[config.mk]
export PLATFORM = sky130hd
export DESIGN_NAME = ws2812_pixel_feeder
export DESIGN_NICKNAME = d
export VERILOG_FILES = /design/src/rtl/ws2812_pkg.sv /design/src/rtl/ws2812_gap_timer.sv /design/src/rtl/ws2812_pixel_feeder.sv
export SDC_FILE = /design/constraint.sdc
export NUM_CORES = 1
export LEC_CHECK = 0
export CAP_MARGIN = 0
export CORE_MARGIN = 2
export CORE_UTILIZATION = 36
export CTS_CLUSTER_DIAMETER = 80
export DETAILED_ROUTE_END_ITERATION = 6
export PLACE_DENSITY = 0.63
export SLEW_MARGIN = 20
export SYNTH_ARGS = -nofsm -noshare
export SYNTH_HDL_FRONTEND = slang
export SYNTH_SLANG_ARGS = --single-unit
[constraint.sdc]
create_clock -name clk -period 3 [get_ports clk]
set_input_delay 0.6 -clock clk [delete_from_list [all_inputs] [get_ports clk]]
set_output_delay 0.6 -clock clk [all_outputs]
set_load 0.02 [all_outputs]
[src/rtl/ws2812_pkg.sv]
// Shared definitions for the WS2812B pixel path: FSM state encoding,
// GRB byte positions inside a pixel word and pixel/byte widths.
package ws2812_pkg;

    typedef enum logic [1:0] {
        COLLECT = 2'd0,
        OFFER   = 2'd1,
        GAP     = 2'd2
    } state_t;

    localparam int PIX_W  = 24;
    localparam int BYTE_W = 8;

    // Byte lane offsets inside the 24-bit GRB pixel {G, R, B}
    localparam int G_POS = 16;
    localparam int R_POS = 8;
    localparam int B_POS = 0;

    // Channel scaling used when the brightness limit is built in
    function automatic logic [BYTE_W-1:0] scale_byte(input logic [BYTE_W-1:0] b,
                                                     input int shift);
        return b >> shift;
    endfunction

endpackage

[src/rtl/ws2812_gap_timer.sv]
// Loadable down-counter that times the WS2812 latch/reset gap.
// A start pulse loads GAP_CYCLES-1; done is high during the last gap
// cycle, so the owner sees it on the GAP_CYCLES-th edge after start.
module ws2812_gap_timer #(
    parameter int GAP_CYCLES = 1500
) (
    input  logic clk,
    input  logic rst,
    input  logic start,
    output logic done
);

    localparam int CW = (GAP_CYCLES > 1) ? $clog2(GAP_CYCLES) : 1;
    localparam logic [CW-1:0] LOAD_VAL = CW'(GAP_CYCLES - 1);

    logic [CW-1:0] cnt;
    logic          busy;

    // Load on start, count down to zero, then go idle
    always_ff @(posedge clk or posedge rst) begin
        if (rst) begin
            cnt  <= '0;
            busy <= 1'b0;
        end else if (start) begin
            cnt  <= LOAD_VAL;
            busy <= 1'b1;
        end else if (busy) begin
            if (cnt == '0) begin
                busy <= 1'b0;
            end else begin
                cnt <= cnt - 1'b1;
            end
        end
    end

    assign done = busy && (cnt == '0);

endmodule

[src/rtl/ws2812_pixel_feeder.sv]
// Packs three consecutive random bytes into a GRB pixel, offers it to the
// WS2812B serializer over valid/ready, counts NUM_LEDS pixels per frame and
// then waits out the latch gap. Optional feature macro:
// WS2812_BRIGHTNESS_LIMIT_EN (each byte stored as rnd_in >> BRIGHT_SHIFT).
module ws2812_pixel_feeder
    import ws2812_pkg::*;
#(
    parameter int NUM_LEDS     = 8,
    parameter int GAP_CYCLES   = 1500,
    parameter int BRIGHT_SHIFT = 2
) (
    input  logic                          clk,
    input  logic                          rst,
    input  logic [7:0]                    rnd_in,
    output logic [23:0]                   pix_data,
    output logic                          pix_valid,
    input  logic                          pix_ready,
    output logic [$clog2(NUM_LEDS+1)-1:0] led_idx,
    output logic                          frame_done
);

    localparam int IW = $clog2(NUM_LEDS + 1);
    localparam logic [IW-1:0] LAST_IDX = IW'(NUM_LEDS - 1);

`ifdef WS2812_BRIGHTNESS_LIMIT_EN
    localparam int APPLIED_SHIFT = BRIGHT_SHIFT;
`else
    localparam int APPLIED_SHIFT = 0;
`endif

    state_t            state;
    logic [1:0]        byte_cnt;
    logic [BYTE_W-1:0] sample;
    logic              gap_start;
    logic              gap_done;

    assign sample    = scale_byte(rnd_in, APPLIED_SHIFT);
    assign gap_start = (state == OFFER) && pix_valid && pix_ready && (led_idx == LAST_IDX);

    ws2812_gap_timer #(
        .GAP_CYCLES(GAP_CYCLES)
    ) u_gap_timer (
        .clk  (clk),
        .rst  (rst),
        .start(gap_start),
        .done (gap_done)
    );

    // Collector / handshake / frame FSM with registered outputs
    always_ff @(posedge clk or posedge rst) begin
        if (rst) begin
            state      <= COLLECT;
            byte_cnt   <= '0;
            pix_data   <= '0;
            pix_valid  <= 1'b0;
            led_idx    <= '0;
            frame_done <= 1'b0;
        end else begin
            frame_done <= 1'b0;
            case (state)
                COLLECT: begin
                    case (byte_cnt)
                        2'd0: begin
                            pix_data[G_POS +: BYTE_W] <= sample;
                            byte_cnt                  <= 2'd1;
                        end
                        2'd1: begin
                            pix_data[R_POS +: BYTE_W] <= sample;
                            byte_cnt                  <= 2'd2;
                        end
                        default: begin
                            pix_data[B_POS +: BYTE_W] <= sample;
                            byte_cnt                  <= 2'd0;
                            pix_valid                 <= 1'b1;
                            state                     <= OFFER;
                        end
                    endcase
                end
                OFFER: begin
                    if (pix_valid && pix_ready) begin
                        pix_valid <= 1'b0;
                        if (led_idx == LAST_IDX) begin
                            led_idx <= '0;
                            state   <= GAP;
                        end else begin
                            led_idx <= led_idx + 1'b1;
                            state   <= COLLECT;
                        end
                    end
                end
                GAP: begin
                    if (gap_done) begin
                        frame_done <= 1'b1;
                        state      <= COLLECT;
                    end
                end
                default: begin
                    state     <= COLLECT;
                    byte_cnt  <= '0;
                    pix_valid <= 1'b0;
                end
            endcase
        end
    end

endmodule

==> reports/summary.txt, run 1 <==
Rel. slew slack -> 50.65%
initial DRC count -> 65
Setup TNS Final -> 0 ps
CTS tree -> done
IO buf count -> 40
DP Cell Count -> 269
Worst-Skew Late Latency -> 280 ps
Critical Path End Type -> flop
Post-Route WL -> 3750 um
core outline area -> 5473 um^2
dpl hpwl -> 2750 um
fin. max-slew vios -> 0
wire per inst -> 13.54 um
Die Height -> 79.04 um
synthesized area -> 2027 um^2
CTS buffer count -> 5
first-pass GRT wire length -> 6465 um
placed inst area -> 2517 um^2
clk_skew -> 6.664 ps
die span in x -> 79.04 um
CTS max path bufs -> 2
grt total ovfl -> 0
Final ANT Viol Nets -> 0
cts-stage hold buffer count -> 0
R2R Setup Slk -> 1030 ps
Remaining DRCs -> 0
CP Launch Type -> flop
share of cells above drive strength 1 -> 18.54%
Critical Path RT -> 3160 ps
Mapped Cells -> 159
RSZ-0062 raised after global routing -> false
P&R area growth vs syn -> 29.44%
P_leak -> 1.072 nW
pwr/cell area -> 1053 nW/um^2
setup violators final -> 0
cell area after layout -> 2624 um^2
post-route insts no fill -> 277
row count -> 27
pre-CTS setup slack -> 903.3 ps
register area share after synthesis -> 56.79%
cts repair resizes -> 0
Via Count -> 1376
Max IR drop VDD -> 423.4 uV
crit share post-route -> 65.82%
Sink Count -> 46
Initial Util -> 37.04%
yosys warns -> 0
Yosys reg bits -> 46
final worst slack -> 1026 ps
Max-Cap Viols -> 0
# diodes -> 0
initial antenna violation count -> 0
min Tclk post-route -> 1974 ps
most frequent cells in the layout -> dfrtp_1, clkdlybuf4s50_1, mux2_2, nand2_1, inv_1
most common cell after layout, fill and taps aside -> dfrtp_1
Post-CTS Setup Repair Bufs -> 0
Hold Vio Cnt, Final -> 0
worst-path maximum fanout -> 7
Post-Syn Area per Cell -> 12.75 um^2
outcome -> complete, no violations
GR Util All Layers -> 13.10%
CP arrival -> 2130 ps
nets -> 220
Mapped Nets -> 175
Die ar. -> 6247 um^2
HP Class -> flop to flop
# H-tree levels -> 2
DR pass1 iterations -> 4
WS Path Type -> flop to flop
# IOs -> 41
Yosys cell types -> 36
clock-pin slew on the worst setup and hold paths -> 80 ps
number of global-route vias before repair -> 1345
maximum clock rate -> 506.5 MHz
Final GP Congestion -> 0.7859
# fillers -> 511
Clock Tree Root -> clkbuf_8
largest net degree at the start of global routing -> 25
vias per cell -> 4.968
worst-margin pin slew -> 737.5 ps
## state kept, by name, summed over array words and instances, names as in the netlist
name,count
u_gap_timer.busy,1
led_idx,4
state,2
byte_cnt,2
pix_data,24
u_gap_timer.cnt,11
frame_done,1
pix_valid,1
## kinds of logic after synthesis
kind of cell | count (synthesis) | synth area share [%]
muxes | 28 | 15.49
buffers and inverters | 12 | 2.654
DFF | 46 | 56.79
xor gates and xnor gates | 4 | 1.728
AOI/OAI and AO/OA | 23 | 8.395
and+or+nand+nor | 41 | 11.85
adders and majority gates | 5 | 3.086
## metrics by stage
step | utilization (%) | power [mW] | hold WS, ps
2_1_floorplan | - | 1.805 | 491.3
3_3_place_gp | 46.00 | 2.333 | 487.2
4_1_cts | 47.94 | 2.804 | 512.9
5_1_grt | 47.94 | 2.952 | 524.3
3_5_place_dp | 46.00 | 2.351 | 492.4
6_report | 47.94 | 2.763 | 510.6
## power by group
group | internal [mW] | total (mW) | leakage, nW | switching, mW
combinational | 0.660 | 1.24 | 0.484 | 0.585
clock | 0.249 | 0.442 | 0.0524 | 0.193
sequential | 0.881 | 1.08 | 0.535 | 0.195
## routing by layer
layer	share of wire, %	track usage [%]	wire (um)
met5	0	0	0
met4	1.1	4.655	41
met3	2.9	2.614	108
met2	49	20.00	1848
met1	47	18.58	1752
## worst paths after layout
| path | start | cells after the start | to |
|---|---|---|---|
| worst max-delay path | u_gap_timer.cnt[0] | 6 | u_gap_timer.cnt[6] |
| worst min-delay path | pix_data[4] | 1 | pix_data[4] |
| worst max register to register | u_gap_timer.cnt[0] | 6 | u_gap_timer.cnt[6] |
| worst min register to register | pix_data[4] | 1 | pix_data[4] |
| max in group asynchronous | rst | 3 | u_gap_timer.cnt[1] |
| min in group asynchronous | rst | 2 | pix_data[9] |
## final cells by class
class / count / area, um^2 / area share [%]
well taps: 72 / 90.09 / 3.433
clock inverters: 1 / 30.03 / 1.144
repair buffers: 41 / 420.4 / 16.02
clock buffers: 7 / 76.32 / 2.909
multi-input cells: 101 / 822.0 / 31.33
flip-flops and latches: 46 / 1151 / 43.87
inverters: 9 / 33.78 / 1.288
## worst max-delay path: stages, from the launching register on
cell and delay, ps:
dfrtp_1 390, inv_1 90, ha_1 200, nand4bb_1 320
a2111oi_0 600, xnor2_1 180, nand2_1 70
## synth_stat cells (all sizes together)
library cell / count / area (um^2)
inv: 9 / 33.78
a32o: 1 / 10.01
or3: 2 / 12.51
nand2: 13 / 48.80
a31oi: 2 / 12.51
clkbuf: 1 / 3.750
o41ai: 1 / 8.760
nand2b: 3 / 18.77
nand4: 1 / 6.260
a311oi: 1 / 8.760
nand4bb: 1 / 11.26
nand3: 3 / 15.01
ha: 5 / 62.56
xnor2: 4 / 35.03
o31ai: 5 / 51.30
and3b: 1 / 8.760
and3: 1 / 6.260
nand3b: 1 / 7.510
o211ai: 1 / 7.510
mux2i: 1 / 10.01
nor3: 2 / 10.01
nor2: 5 / 18.77
a2111oi: 1 / 8.760
a21o: 1 / 7.510
mux2: 27 / 304.0
nor4: 2 / 27.53
buf: 2 / 16.26
or4: 6 / 48.80
o21ai: 2 / 10.01
a21oi: 7 / 35.03
a41o: 1 / 10.01
dfrtp: 46 / 1151
No activity file was read; power rests on OpenSTA's default activity.
==> run 2: changes to the inputs <==
Clock period 3 ns to 2 ns, I/O delays scaled along.
==> run 2 against run 1 <==
Effect of this change:
- register-to-register slack lost 840 ps
- final cell count up 1.8%
- combinational power grew 54%
- critical path depth is 2 lower
- cell area grew 2.6%
- non-clock buffer count increased by 5
- worst hold slack lost 120 ps
- largest cell class unchanged
==> reports/summary.txt, run 2 (synthesis gave the netlist of run 1 again) <==
outcome -> complete, no violations
maximum clock rate -> 551.5 MHz (+8.9%)
CP arrival -> 2060 ps (-70 ps)
WS Path Type -> flop to flop
worst-margin pin slew -> 539.2 ps (-198.3 ps)
initial antenna violation count -> 0 (unchanged)
final worst slack -> 186.8 ps (-838.7 ps)
CTS max path bufs -> 2 (unchanged)
FF-to-FF End -> u_gap_timer.cnt[1]
post-route insts no fill -> 282 (+1.8%)
crit share post-route -> 90.66% (+25 points)
Max-Cap Viols -> 0 (unchanged)
Die ar. -> 6247 um^2 (unchanged)
min Tclk post-route -> 1813 ps (-161.3 ps)
DP Cell Count -> 274 (+1.9%)
Final Core Density -> 49.20% (+1.3 points)
nets -> 225 (+2.3%)
Remaining DRCs -> 0 (unchanged)
Max IR drop VDD -> 682.1 uV (+61%)
grt total ovfl -> 0 (unchanged)
R2R Setup Slk -> 190 ps (-840 ps)
P&R area growth vs syn -> 32.84%
setup violators final -> 0 (unchanged)
CP endpoint -> u_gap_timer.cnt[1]
most common cell after layout, fill and taps aside -> dfrtp_1
CTS buffer count -> 5 (unchanged)
Worst-Skew Late Latency -> 300 ps (+20 ps)
P_leak -> 1.111 nW (+3.6%)
fin. max-slew vios -> 0 (unchanged)
pwr/cell area -> 1617 nW/um^2 (+54%)
first-pass GRT wire length -> 6658 um (+3.0%)
vias per cell -> 4.922 (-0.92%)
number of global-route vias before repair -> 1352 (+0.52%)
combinational share of power -> 44.0% (-1.0 points)
largest net degree at the start of global routing -> 30 (+20%)
IO buf count -> 40 (unchanged)
HP Class -> primary input to async pin
initial DRC count -> 45 (-31%)
share of cells above drive strength 1 -> 21.43% (+2.9 points)
# diodes -> 0 (unchanged)
Clock Tree Root -> clkbuf_8
die span in x -> 79.04 um (unchanged)
Largest regs -> pix_data (24), u_gap_timer.cnt (11), led_idx (4)
pre-CTS setup slack -> 212.8 ps (-690.6 ps)
reg2reg start -> u_gap_timer.cnt[4]
Critical Path End Type -> flop
Critical Path RT -> 2250 ps (-910 ps)
cts-stage hold buffer count -> 0 (unchanged)
row count -> 27 (unchanged)
# H-tree levels -> 2 (unchanged)
worst-path maximum fanout -> 10 (+3)
P_int -> 2.844 mW (+59%)
Psw -> 1.509 mW (+55%)
CP Launch Type -> flop
max FFs per register -> 24 (unchanged)
core outline area -> 5473 um^2 (unchanged)
most frequent cells in the layout -> dfrtp_1, clkdlybuf4s50_1, mux2_2, nand2_1, inv_1
Post-Route WL -> 4058 um (+8.2%)
RSZ-0062 raised after global routing -> false
switching share of power -> 34.67% (-0.52 points)
Sink Count -> 46 (unchanged)
Hold Vio Cnt, Final -> 0 (unchanged)
cts repair resizes -> 0 (unchanged)
worst-case reg-to-reg path depth -> 4 (-2)
Die Height -> 79.04 um (unchanged)
Seq pwr share -> 37.0% (-1.9 points)
Post-CTS Setup Repair Bufs -> 0 (unchanged)
GR Util All Layers -> 14.08% (+0.98 points)
Initial Util -> 37.04% (unchanged)
Setup TNS Final -> 0 ps (unchanged)
Final GP Congestion -> 0.7212 (-8.2%)
Clk network pwr share -> 19.0% (+3.0 points)
dpl hpwl -> 2825 um (+2.7%)
DR pass1 iterations -> 4 (unchanged)
Reg with most FFs -> pix_data
Rel. slew slack -> 63.12% (+12 points)
clk_skew -> 8.664 ps (+1.999 ps)
Via Count -> 1388 (+0.87%)
Final ANT Viol Nets -> 0 (unchanged)
CTS tree -> done
wire per inst -> 14.39 um (+6.3%)
Worst Setup SP -> u_gap_timer.cnt[4]
clock-pin slew on the worst setup and hold paths -> 90 ps (about the same)
# IOs -> 41 (unchanged)
==> run 2: through the flow <==
stage / power (mW) / hold WS [ps] / cell area [um^2]
CTS: 4.405 / 402.5 / 2693
global placement: 3.536 / 486.4 / 2555
global route: 4.638 / 436.7 / 2693
detailed placement: 3.567 / 492.8 / 2555
finish: 4.354 / 392.1 / 2693
floorplan: 2.708 / 491.3 / 2027
==> run 2: worst min path at each step <==
stage                 from          end  slack, ps  depth (start not counted)
2_1_floorplan     state[1]     state[1]        490                          1
3_3_place_gp   pix_data[3]  pix_data[3]        490                          1
3_5_place_dp   pix_data[3]  pix_data[3]        490                          1
4_1_cts                rst  pix_data[1]        400                          2
5_1_grt                rst  pix_data[1]        440                          2
6_report               rst  pix_data[1]        390                          2
==> run 2: power by group through the flow <==
| stage | Sequential, mW | Clock [mW] | Combinational (mW) |
|---|---|---|---|
| 3_5_place_dp | 1.63 | 0 | 1.93 |
| 5_1_grt | 1.68 | 0.900 | 2.06 |
| 2_1_floorplan | 1.96 | 0 | 0.750 |
| 4_1_cts | 1.62 | 0.845 | 1.94 |
| 6_report | 1.61 | 0.827 | 1.91 |
| 3_3_place_gp | 1.62 | 0 | 1.92 |
==> run 2: worst max-delay path, stage by stage (launching register included) <==
cell	delay, ps
dfrtp_1	470
nor4_4	400
a41o_1	450
mux2_2	380
nand2_1	60
==> run 2: final cells by class <==
cell class,instances,area (um^2)
Inverter,9,33.78
Fill cell,522,2780
Multi-Input combinational cell,101,822.0
Sequential cell,46,1151
Tap cell,72,90.09
Timing Repair Buffer,46,457.9
Clock inverter,3,68.82
Clock buffer,5,68.82
==> run 2: per-layer routing <==
metal / part of all wire [%] / GRT usage, % / vias up / routed length [um]
li1: - / - / 677 / -
met1: 46 / 18.67 / 682 / 1882
met2: 49 / 21.95 / 22 / 1977
met3: 2.7 / 3.068 / 7 / 111
met4: 2.1 / 6.724 / 0 / 86
met5: 0 / 0 / - / 0
==> run 3: changes to the inputs <==
Settings changed: TNS_END_PERCENT set to 50.
==> results of run 3 <==
Final layout, timing and power as in run 2 (identical DEF).
